File: src/rtl/wt_mem_arbiter.sv
// Round-robin arbiter sharing the memory request port between icache and dcache.
// Locks each grant until the downstream ack and routes returns back by tid.
module wt_mem_arbiter #(
  parameter int ReqWidth       = 128,
  parameter int RtrnWidth      = 192,
  parameter int TidWidth       = 2,
  parameter int TidLsb         = 0,
  parameter int MaxOutstanding = 4
) (
  input  logic                 clk_i,
  input  logic                 rst_ni,
  input  logic                 clr_i,
  input  logic                 ic_req_i,
  input  logic [ReqWidth-1:0]  ic_data_i,
  output logic                 ic_ack_o,
  input  logic                 dc_req_i,
  input  logic [ReqWidth-1:0]  dc_data_i,
  output logic                 dc_ack_o,
  output logic                 mem_req_o,
  output logic [ReqWidth-1:0]  mem_data_o,
  input  logic                 mem_ack_i,
  input  logic                 mem_rtrn_vld_i,
  input  logic [TidWidth-1:0]  mem_rtrn_tid_i,
  input  logic [RtrnWidth-1:0] mem_rtrn_i,
  output logic                 ic_rtrn_vld_o,
  output logic                 dc_rtrn_vld_o,
  output logic [RtrnWidth-1:0] rtrn_o,
  output logic                 busy_o,
  output logic                 err_o
);

  localparam int NumTid = 2 ** TidWidth;
  localparam int CntW   = $clog2(MaxOutstanding + 1);

  typedef enum logic {IDLE, LOCK} state_e;

  state_e              r_state, w_stateNext;
  logic                r_gnt, w_gntNext;
  logic                r_prio;
  logic                r_err;
  logic                r_clrPend;
  logic [CntW-1:0]     r_icCnt, r_dcCnt;
  logic [NumTid-1:0]   r_tblVld, r_tblSrc;

  logic                w_tblFull, w_icElig, w_dcElig;
  logic                w_ack, w_doClr;
  logic [ReqWidth-1:0] w_reqData;
  logic [TidWidth-1:0] w_ackTid;
  logic                w_rtrnHit, w_rtrnMiss, w_rtrnSrc;
  logic                w_ackOverwrite;
  logic                w_icInc, w_icDec, w_dcInc, w_dcDec;

  // Source encoding for r_gnt, r_prio and the table: 0 = icache, 1 = dcache.
  assign w_tblFull  = &r_tblVld;
  assign w_icElig   = ic_req_i && (r_icCnt < CntW'(MaxOutstanding)) && !w_tblFull;
  assign w_dcElig   = dc_req_i && (r_dcCnt < CntW'(MaxOutstanding)) && !w_tblFull;
  assign w_ack      = (r_state == LOCK) && mem_ack_i;
  assign w_reqData  = r_gnt ? dc_data_i : ic_data_i;
  assign w_ackTid   = w_reqData[TidLsb +: TidWidth];
  assign w_rtrnHit  = mem_rtrn_vld_i && r_tblVld[mem_rtrn_tid_i];
  assign w_rtrnMiss = mem_rtrn_vld_i && !r_tblVld[mem_rtrn_tid_i];
  assign w_rtrnSrc  = r_tblSrc[mem_rtrn_tid_i];
  assign w_doClr    = ((r_state == IDLE) && clr_i) || (w_ack && (r_clrPend || clr_i));
  assign w_ackOverwrite = w_ack && r_tblVld[w_ackTid] &&
                          !(w_rtrnHit && (mem_rtrn_tid_i == w_ackTid));

  always_comb begin
    w_stateNext = r_state;
    w_gntNext   = r_gnt;
    case (r_state)
      IDLE: begin
        if (!clr_i) begin
          if (w_icElig && w_dcElig) begin
            w_gntNext   = r_prio;
            w_stateNext = LOCK;
          end else if (w_icElig) begin
            w_gntNext   = 1'b0;
            w_stateNext = LOCK;
          end else if (w_dcElig) begin
            w_gntNext   = 1'b1;
            w_stateNext = LOCK;
          end
        end
      end
      LOCK: begin
        if (mem_ack_i) w_stateNext = IDLE;
      end
      default: w_stateNext = IDLE;
    endcase
  end

  assign mem_req_o     = (r_state == LOCK);
  assign mem_data_o    = (r_state == LOCK) ? w_reqData : '0;
  assign ic_ack_o      = w_ack && !r_gnt;
  assign dc_ack_o      = w_ack && r_gnt;
  assign ic_rtrn_vld_o = w_rtrnHit && !w_rtrnSrc;
  assign dc_rtrn_vld_o = w_rtrnHit && w_rtrnSrc;
  assign rtrn_o        = mem_rtrn_i;
  assign busy_o        = (r_state == LOCK) || (r_icCnt != '0) || (r_dcCnt != '0);
  assign err_o         = r_err;

  assign w_icInc = ic_ack_o;
  assign w_icDec = ic_rtrn_vld_o;
  assign w_dcInc = dc_ack_o;
  assign w_dcDec = dc_rtrn_vld_o;

  // A deferred clear lands on the ack edge and overrides that ack's bookkeeping.
  always_ff @(posedge clk_i or negedge rst_ni) begin
    if (!rst_ni) begin
      r_state   <= IDLE;
      r_gnt     <= 1'b0;
      r_prio    <= 1'b0;
      r_err     <= 1'b0;
      r_clrPend <= 1'b0;
      r_icCnt   <= '0;
      r_dcCnt   <= '0;
      r_tblVld  <= '0;
      r_tblSrc  <= '0;
    end else begin
      r_state <= w_stateNext;
      r_gnt   <= w_gntNext;
      if (w_doClr) begin
        r_prio    <= 1'b0;
        r_err     <= 1'b0;
        r_clrPend <= 1'b0;
        r_icCnt   <= '0;
        r_dcCnt   <= '0;
        r_tblVld  <= '0;
        r_tblSrc  <= '0;
      end else begin
        if (w_icInc && !w_icDec) r_icCnt <= r_icCnt + CntW'(1);
        else if (w_icDec && !w_icInc) r_icCnt <= r_icCnt - CntW'(1);
        if (w_dcInc && !w_dcDec) r_dcCnt <= r_dcCnt + CntW'(1);
        else if (w_dcDec && !w_dcInc) r_dcCnt <= r_dcCnt - CntW'(1);
        // Clear first so a same-tid allocation in this cycle takes precedence.
        if (w_rtrnHit) r_tblVld[mem_rtrn_tid_i] <= 1'b0;
        if (w_ack) begin
          r_tblVld[w_ackTid] <= 1'b1;
          r_tblSrc[w_ackTid] <= r_gnt;
          r_prio             <= ~r_gnt;
        end
        if (w_rtrnMiss || w_ackOverwrite) r_err <= 1'b1;
        if ((r_state == LOCK) && clr_i && !mem_ack_i) r_clrPend <= 1'b1;
      end
    end
  end

endmodule

File: config.mk
export PLATFORM = sky130hd
export DESIGN_NAME = wt_mem_arbiter
export DESIGN_NICKNAME = d
export VERILOG_FILES = /design/src/rtl/wt_mem_arbiter.sv
export SDC_FILE = /design/constraint.sdc
export NUM_CORES = 1
export LEC_CHECK = 0
export CAP_MARGIN = 10
export CORE_AREA = 2 2 307 309
export CTS_BUF_LIST = sky130_fd_sc_hd__clkbuf_16
export DETAILED_ROUTE_END_ITERATION = 8
export DIE_AREA = 0 0 309 311
export PLACE_DENSITY = 0.41
export SETUP_SLACK_MARGIN = 0.1
export SYNTH_ARGS = -nofsm -noshare
export SYNTH_HDL_FRONTEND = slang
export SYNTH_SLANG_ARGS = --single-unit
File: constraint.sdc
create_clock -name clk_i -period 2.5 [get_ports clk_i]
set_clock_uncertainty 0.1 [all_clocks]
set_input_delay 0.75 -clock clk_i [delete_from_list [all_inputs] [get_ports clk_i]]
set_output_delay 0.75 -clock clk_i [all_outputs]
set_load 0.03 [all_outputs]
==> flow_summary.toml, run 1 <==
[pwr]
powerDensity_nw_per_um2 = 590.1
p_int_mw = 3.962
leakage_nw = 4.536
power_frac_comb = 0.888
seqPwrFrac = 0.063
p_sw_mw = 3.028
finalPower_mw = 6.990
swShare = 0.4332
p_clk_frac = 0.048
peakVddDrop_uv = 309.3

[timing]
fin_crit_sh = 1.058
fmax_ghz = 0.3779
finalSetupViolations = 75
slew-limit-headroom = 0.6494
worst_pin_slew_ns = 0.5260
min_period_ns = 2.646
hold_violations = 0
finalMaxSlewViolations = 0
rsz0062_at_grt = "true"
setup_ws_ns = -0.1460

[cts]
clock_path_buffers = 2
cts_made_buffers = 3
cts.htree.levels = 1
clk_pin_slew_worst_paths_ns = 0.06
cts_tree = "built"
clk_latency_ns = 0.25
cts_root_buf = "clkbuf_16"
cts_sinks = 19

[place]
detailed_place_hpwl_um = 22750
place_congestion = 0.8438
io_buffer_count = 399
dp_slack_ns = -0.7446

[synthesis]
synth_warnings = 0
syn-num-nets = 1090
syn_area_per_cell_um2 = 7.890
synth_area_um2 = 4979
synth_top_cell_by_area = "buf_4"
async_reset_ff_frac = 1.000
ys_ff_latch = 19
synth_edf_count = 0
synth_cells = 631
synth_top_area_frac = 0.2895
synth_ff_type = "dfrtp_1"
synth_commonest_cells = "192 x buf_4, 129 x mux2i_1, 129 x nor2b_1"
ys_seq_area_frac = 0.09550
synth_cell_type_count = 39
synth_most_common_cell = "buf_4"
ys_top_cells_by_area = "buf_4 29%, mux2i_1 26%, nor2b_1 16%, dfrtp_1 9.6%, nor2_1 1.8%"

[route]
drt_iter0_drc = 152
totalWireLength_um = 27510
routedWlPerCell_um = 12.82
viasPerCell = 2.515
drtPass1Iterations = 4
vias = 5398
postRouteAntennaNets = 0
route.detailed.drc = 0

[die]
die_area_um2 = 96100
die_h_um = 311
core_um2 = 92770
num_io_pins = 784
dieWidth_um = 309
rows = 112
initial_core_util = 0.05367

[finish]
seq_area_um2 = 483.0
n_fill_cell = 10620
drive_above_1_share = 0.5202
finalNetCount = 1352
antenna_cells = 0
multi_input_area_um2 = 4498
areaGrowthSynthToFinish_pct = 137.9

[grt]
grt_pass1_wl_um = 37780
grtUsageTotal = 0.05176
grt_max_degree = 63
grt_pass1_vias = 6093
grt.overflow.total = 0
antenna_found_initial = 0

[setup_path]
startpoint_type = "input pin"
crit_required_ns = 1.65
path_class = "input pin to output pin"
critPathArrivalTime_ns = 1.80
worstPathMaxFanout = 4
crit_path_end_kind = "output pin"

[run]
max_cap_violations = 0

[status]
violations = "negative setup slack"
status = "finished with violations"

[min_path]
hold_class = "register to register"
## power by group through the flow
stage                     logic [mW]  registers (mW)  clock network, mW
after global routing            6.56           0.449              0.360
after detailed placement        4.95           0.436                  0
final                           6.21           0.441              0.339
after global placement          4.92           0.436                  0
after floorplan                 3.43           0.410                  0
after CTS                       5.86           0.434              0.352
## flip-flops by register name (all words and copies together) (netlist names), 3 cells and up
register	count
r_icCnt	3
r_tblVld	4
r_tblSrc	4
r_dcCnt	3
## worst max-delay path: stages
cell and delay (ns):
buf_8 0.08, mux4_2 0.57, inv_2 0.11, nor2_4 0.04, buf_6 0.11, buf_6 0.13
## worst paths after layout
check,to,slack (ns),cells after the start,start
worst min register to register,r_prio$_DFFE_PN0P_,0.41,1,r_prio$_DFFE_PN0P_
worst min-delay path,r_prio$_DFFE_PN0P_,0.41,1,r_prio$_DFFE_PN0P_
worst max-delay path,dc_rtrn_vld_o,-0.15,6,mem_rtrn_tid_i[0]
min in group asynchronous,r_icCnt[1]$_DFFE_PN0P_,0.73,2,rst_ni
worst max register to register,err_o$_DFFE_PN0P_,0.21,7,r_gnt$_DFFE_PN0P_
max in group asynchronous,mem_req_o$_DFF_PN0_,1.34,2,rst_ni
## logic make-up (layout without fill, tap and decap cells)
group,after synthesis,count (layout),synth area share
compound gates,44,44,0.06459
xor+xnor,2,2,0.003519
fa+ha+maj,2,2,0.008043
simple gates,189,189,0.2164
flops,19,19,0.09550
buf+inv,239,500,0.3292
mux,136,136,0.2827
## stage by stage
step                        util  cell area [µm²]  TNS (ns)  hold WS, ns  cells
final                     0.1277            11850    -4.502       0.4100   2146
after global routing      0.1277            11850    -10.25       0.4455   2146
after CTS                 0.1225            11370    -4.290       0.4145   2138
after detailed placement  0.1119            10380    -7.815       0.4010   2120
after global placement    0.1119            10380    -7.221       0.3972   2120
after floorplan                -             5806   -0.9207       0.3544    631
## area by class of cell
type | count | area share
Clock buffer | 3 | 0.006338
Clock inverter | 1 | 0.0004225
Inverter | 12 | 0.003803
Multi-Input combinational cell | 373 | 0.3797
Sequential cell | 19 | 0.04077
Tap cell | 1254 | 0.1325
Timing Repair Buffer | 484 | 0.4365
## per-layer routing
layer | GRT usage | share of wire | wire length (µm) | vias up
met5 | 0.003033 | 0.0013 | 35 | -
met4 | 0.02405 | 0.051 | 1411 | 2
met3 | 0.02452 | 0.12 | 3400 | 64
met2 | 0.09305 | 0.50 | 13650 | 426
met1 | 0.04916 | 0.33 | 9015 | 2460
li1 | - | - | - | 2446
## cell usage in the layout, fill, tap and decap left out, types with 3 or more instances in the layout
cell | netlist | routed
o22ai_1 | 3 | 3
clkdlybuf4s50_1 | 0 | 167
nor2b_2 | 0 | 9
nor2b_4 | 0 | 100
buf_8 | 0 | 6
mux2_2 | 3 | 3
dfrtp_1 | 19 | 17
nor3_1 | 4 | 3
buf_4 | 192 | 100
dlymetal6s2s_1 | 0 | 5
a221oi_1 | 4 | 3
a31oi_1 | 3 | 3
o2111ai_1 | 4 | 4
mux2i_4 | 1 | 47
dlygate4sd2_1 | 0 | 88
buf_6 | 0 | 64
and2_1 | 4 | 3
mux2i_1 | 129 | 30
mux2i_2 | 0 | 53
buf_12 | 0 | 43
nor2b_1 | 129 | 20
o221ai_1 | 3 | 3
buf_16 | 0 | 4
a21oi_1 | 8 | 8
inv_2 | 0 | 4
a2111oi_2 | 0 | 3
o21ai_0 | 5 | 5
clkbuf_16 | 0 | 7
nand2_1 | 18 | 18
nor2_1 | 24 | 21
inv_1 | 12 | 8
## timing repair
item / in CTS / in global routing
setup buffers: 15 / 5
resized for setup: 307 / 64
gates cloned: 1 / 3
hold buffers: 0 / 0
endpoints found under the setup margin: 131 / 135
pin swaps: 10 / 2
Note: power is estimated with default switching activity, not from simulation.
==> inputs of run 2 (changes only) <==
Settings changed: CORE_AREA 2 2 307 309 to 2 2 303 305, DIE_AREA 0 0 309 311 to 0 0 305 307.
Clock period 2.5 ns to 2.74 ns, I/O delays scaled along.
==> flow_summary.toml, run 2 (synthesized netlist as in run 1, its figures left out) <==
[timing]
fmax_ghz = 0.3593
setup_tns_ns = -0.1753
setup_ws_ns = -0.04319
finalSetupViolations = 8
fin_crit_sh = 1.016
rsz0062_at_grt = "true"
min_period_ns = 2.783
hold_ws_ns = 0.4140
worst_pin_slew_ns = 0.6164
slew-limit-headroom = 0.5891
finalMaxSlewViolations = 0
hold_violations = 0

[finish]
final_common_cell = "clkdlybuf4s50_1"
antenna_cells = 0
reg.largest.list = "r_tblSrc (4), r_tblVld (4)"
final_area_um2 = 10800
drive_above_1_share = 0.3761
final_cell_mix = "158 x clkdlybuf4s50_1, 135 x buf_4, 101 x mux2i_1, 98 x dlygate4sd2_1, 79 x nor2b_1"
areaGrowthSynthToFinish_pct = 117.0
final_cells = 2090
finalNetCount = 1364

[pwr]
peakVddDrop_uv = 259.4
swShare = 0.4501
p_clk_frac = 0.056
powerDensity_nw_per_um2 = 520.4
power_frac_comb = 0.873
leakage_nw = 4.424
seqPwrFrac = 0.071
p_sw_mw = 2.530
p_int_mw = 3.091

[route]
viasPerCell = 2.605
route.detailed.drc = 0
routedWlPerCell_um = 14.52
drt_iter0_drc = 161
vias = 5445
totalWireLength_um = 30350
postRouteAntennaNets = 0
drtPass1Iterations = 4

[cts]
cts_tree = "built"
cts_root_buf = "clkbuf_16"
cts_sinks = 19
clk_pin_slew_worst_paths_ns = 0.06
cts.htree.levels = 1
cts_made_buffers = 3
clk_latency_ns = 0.25
clock_path_buffers = 2

[grt]
antenna_found_initial = 5
grt_pass1_wl_um = 41330
grt_pass1_vias = 5912
grt_max_degree = 41
grtUsageTotal = 0.05969
grt.overflow.total = 0

[die]
die_h_um = 307
die_area_um2 = 93640
core_um2 = 90690
dieWidth_um = 305
num_io_pins = 784
initial_core_util = 0.05490
rows = 111

[place]
io_buffer_count = 399
placement.cell_area_um2 = 10060
place_congestion = 0.7638
dp_slack_ns = -0.5633
detailed_place_hpwl_um = 26300
place_inst = 2069

[setup_path]
worstPathMaxFanout = 15
critPathArrivalTime_ns = 1.86
reg2reg_depth = 8
crit_path_end_kind = "output pin"
crit_required_ns = 1.82
r2r_slack_ns = 0.43
crit-reg2reg-launch = "r_tblSrc[3]$_DFFE_PN0P_"
r2r_end = "r_icCnt[2]$_DFFE_PN0P_"
startpoint_type = "register"
path_class = "register to output pin"

[run]
max_cap_violations = 0

[min_path]
hold_path_startpoint = "r_prio$_DFFE_PN0P_"
whs_path_depth = 1
hold_end = "r_prio$_DFFE_PN0P_"
hold_class = "register to register"

[status]
violations = "negative setup slack"
status = "finished with violations"
[run 2: worst max-delay path by stage]
stage	startpoint	end	slack [ns]	cells after the start
2_1_floorplan	mem_rtrn_tid_i[0]	r_icCnt[1]$_DFFE_PN0P_	-0.11	8
6_report	r_gnt$_DFFE_PN0P_	mem_data_o[99]	-0.04	7
4_1_cts	r_gnt$_DFFE_PN0P_	mem_data_o[99]	-0.07	7
3_5_place_dp	mem_rtrn_tid_i[1]	r_icCnt[2]$_DFFE_PN0P_	-0.56	11
3_3_place_gp	mem_rtrn_tid_i[1]	r_icCnt[2]$_DFFE_PN0P_	-0.51	11
5_1_grt	r_gnt$_DFFE_PN0P_	mem_data_o[99]	-0.1	7
[run 2: critical path, stage by stage, from the launching register on]
cell     delay [ns]
dfrtp_4        0.49
buf_12         0.16
buf_12         0.19
buf_16         0.13
mux2i_2        0.15
nor2b_2        0.15
buf_4          0.14
buf_12         0.12
[run 2: power groups by stage]
stage / clock network [mW] / registers (mW) / logic (mW)
detailed placement: 0 / 0.468 / 4.36
global route: 0.338 / 0.404 / 5.20
global placement: 0 / 0.466 / 4.33
floorplan: 0 / 0.374 / 2.64
CTS: 0.327 / 0.398 / 4.94
finish: 0.317 / 0.398 / 4.91
[run 2: metal layers]
metal / track usage / routed length, µm
met3: 0.03329 / 4076
met2: 0.1002 / 14440
met5: 0.01240 / 173
met4: 0.01163 / 647
met1: 0.06498 / 11010
[run 2: layout make-up]
type,count,area [µm²]
Fill cell,10420,79890
Timing Repair Buffer,496,5369
Multi-Input combinational cell,373,3338
Tap cell,1186,1484
Sequential cell,19,483.0
Clock buffer,3,75.07
Inverter,12,45.04
Clock inverter,1,7.507
[run 2: timing repair]
action                                  in CTS  in global routing
cloned                                       3                  0
resized for setup                          219                 40
endpoints found under the setup margin     135                102
hold buffers                                 0                  0
buffers inserted                            15                  1
pin swaps                                    3                  4
[run 2: metrics by stage]
| stage | total power, mW | utilization |
|---|---|---|
| 2_1_floorplan | 3.010 | - |
| 3_3_place_gp | 4.792 | 0.1109 |
| 3_5_place_dp | 4.831 | 0.1109 |
| 4_1_cts | 5.665 | 0.1176 |
| 5_1_grt | 5.940 | 0.1191 |
| 6_report | 5.621 | 0.1191 |
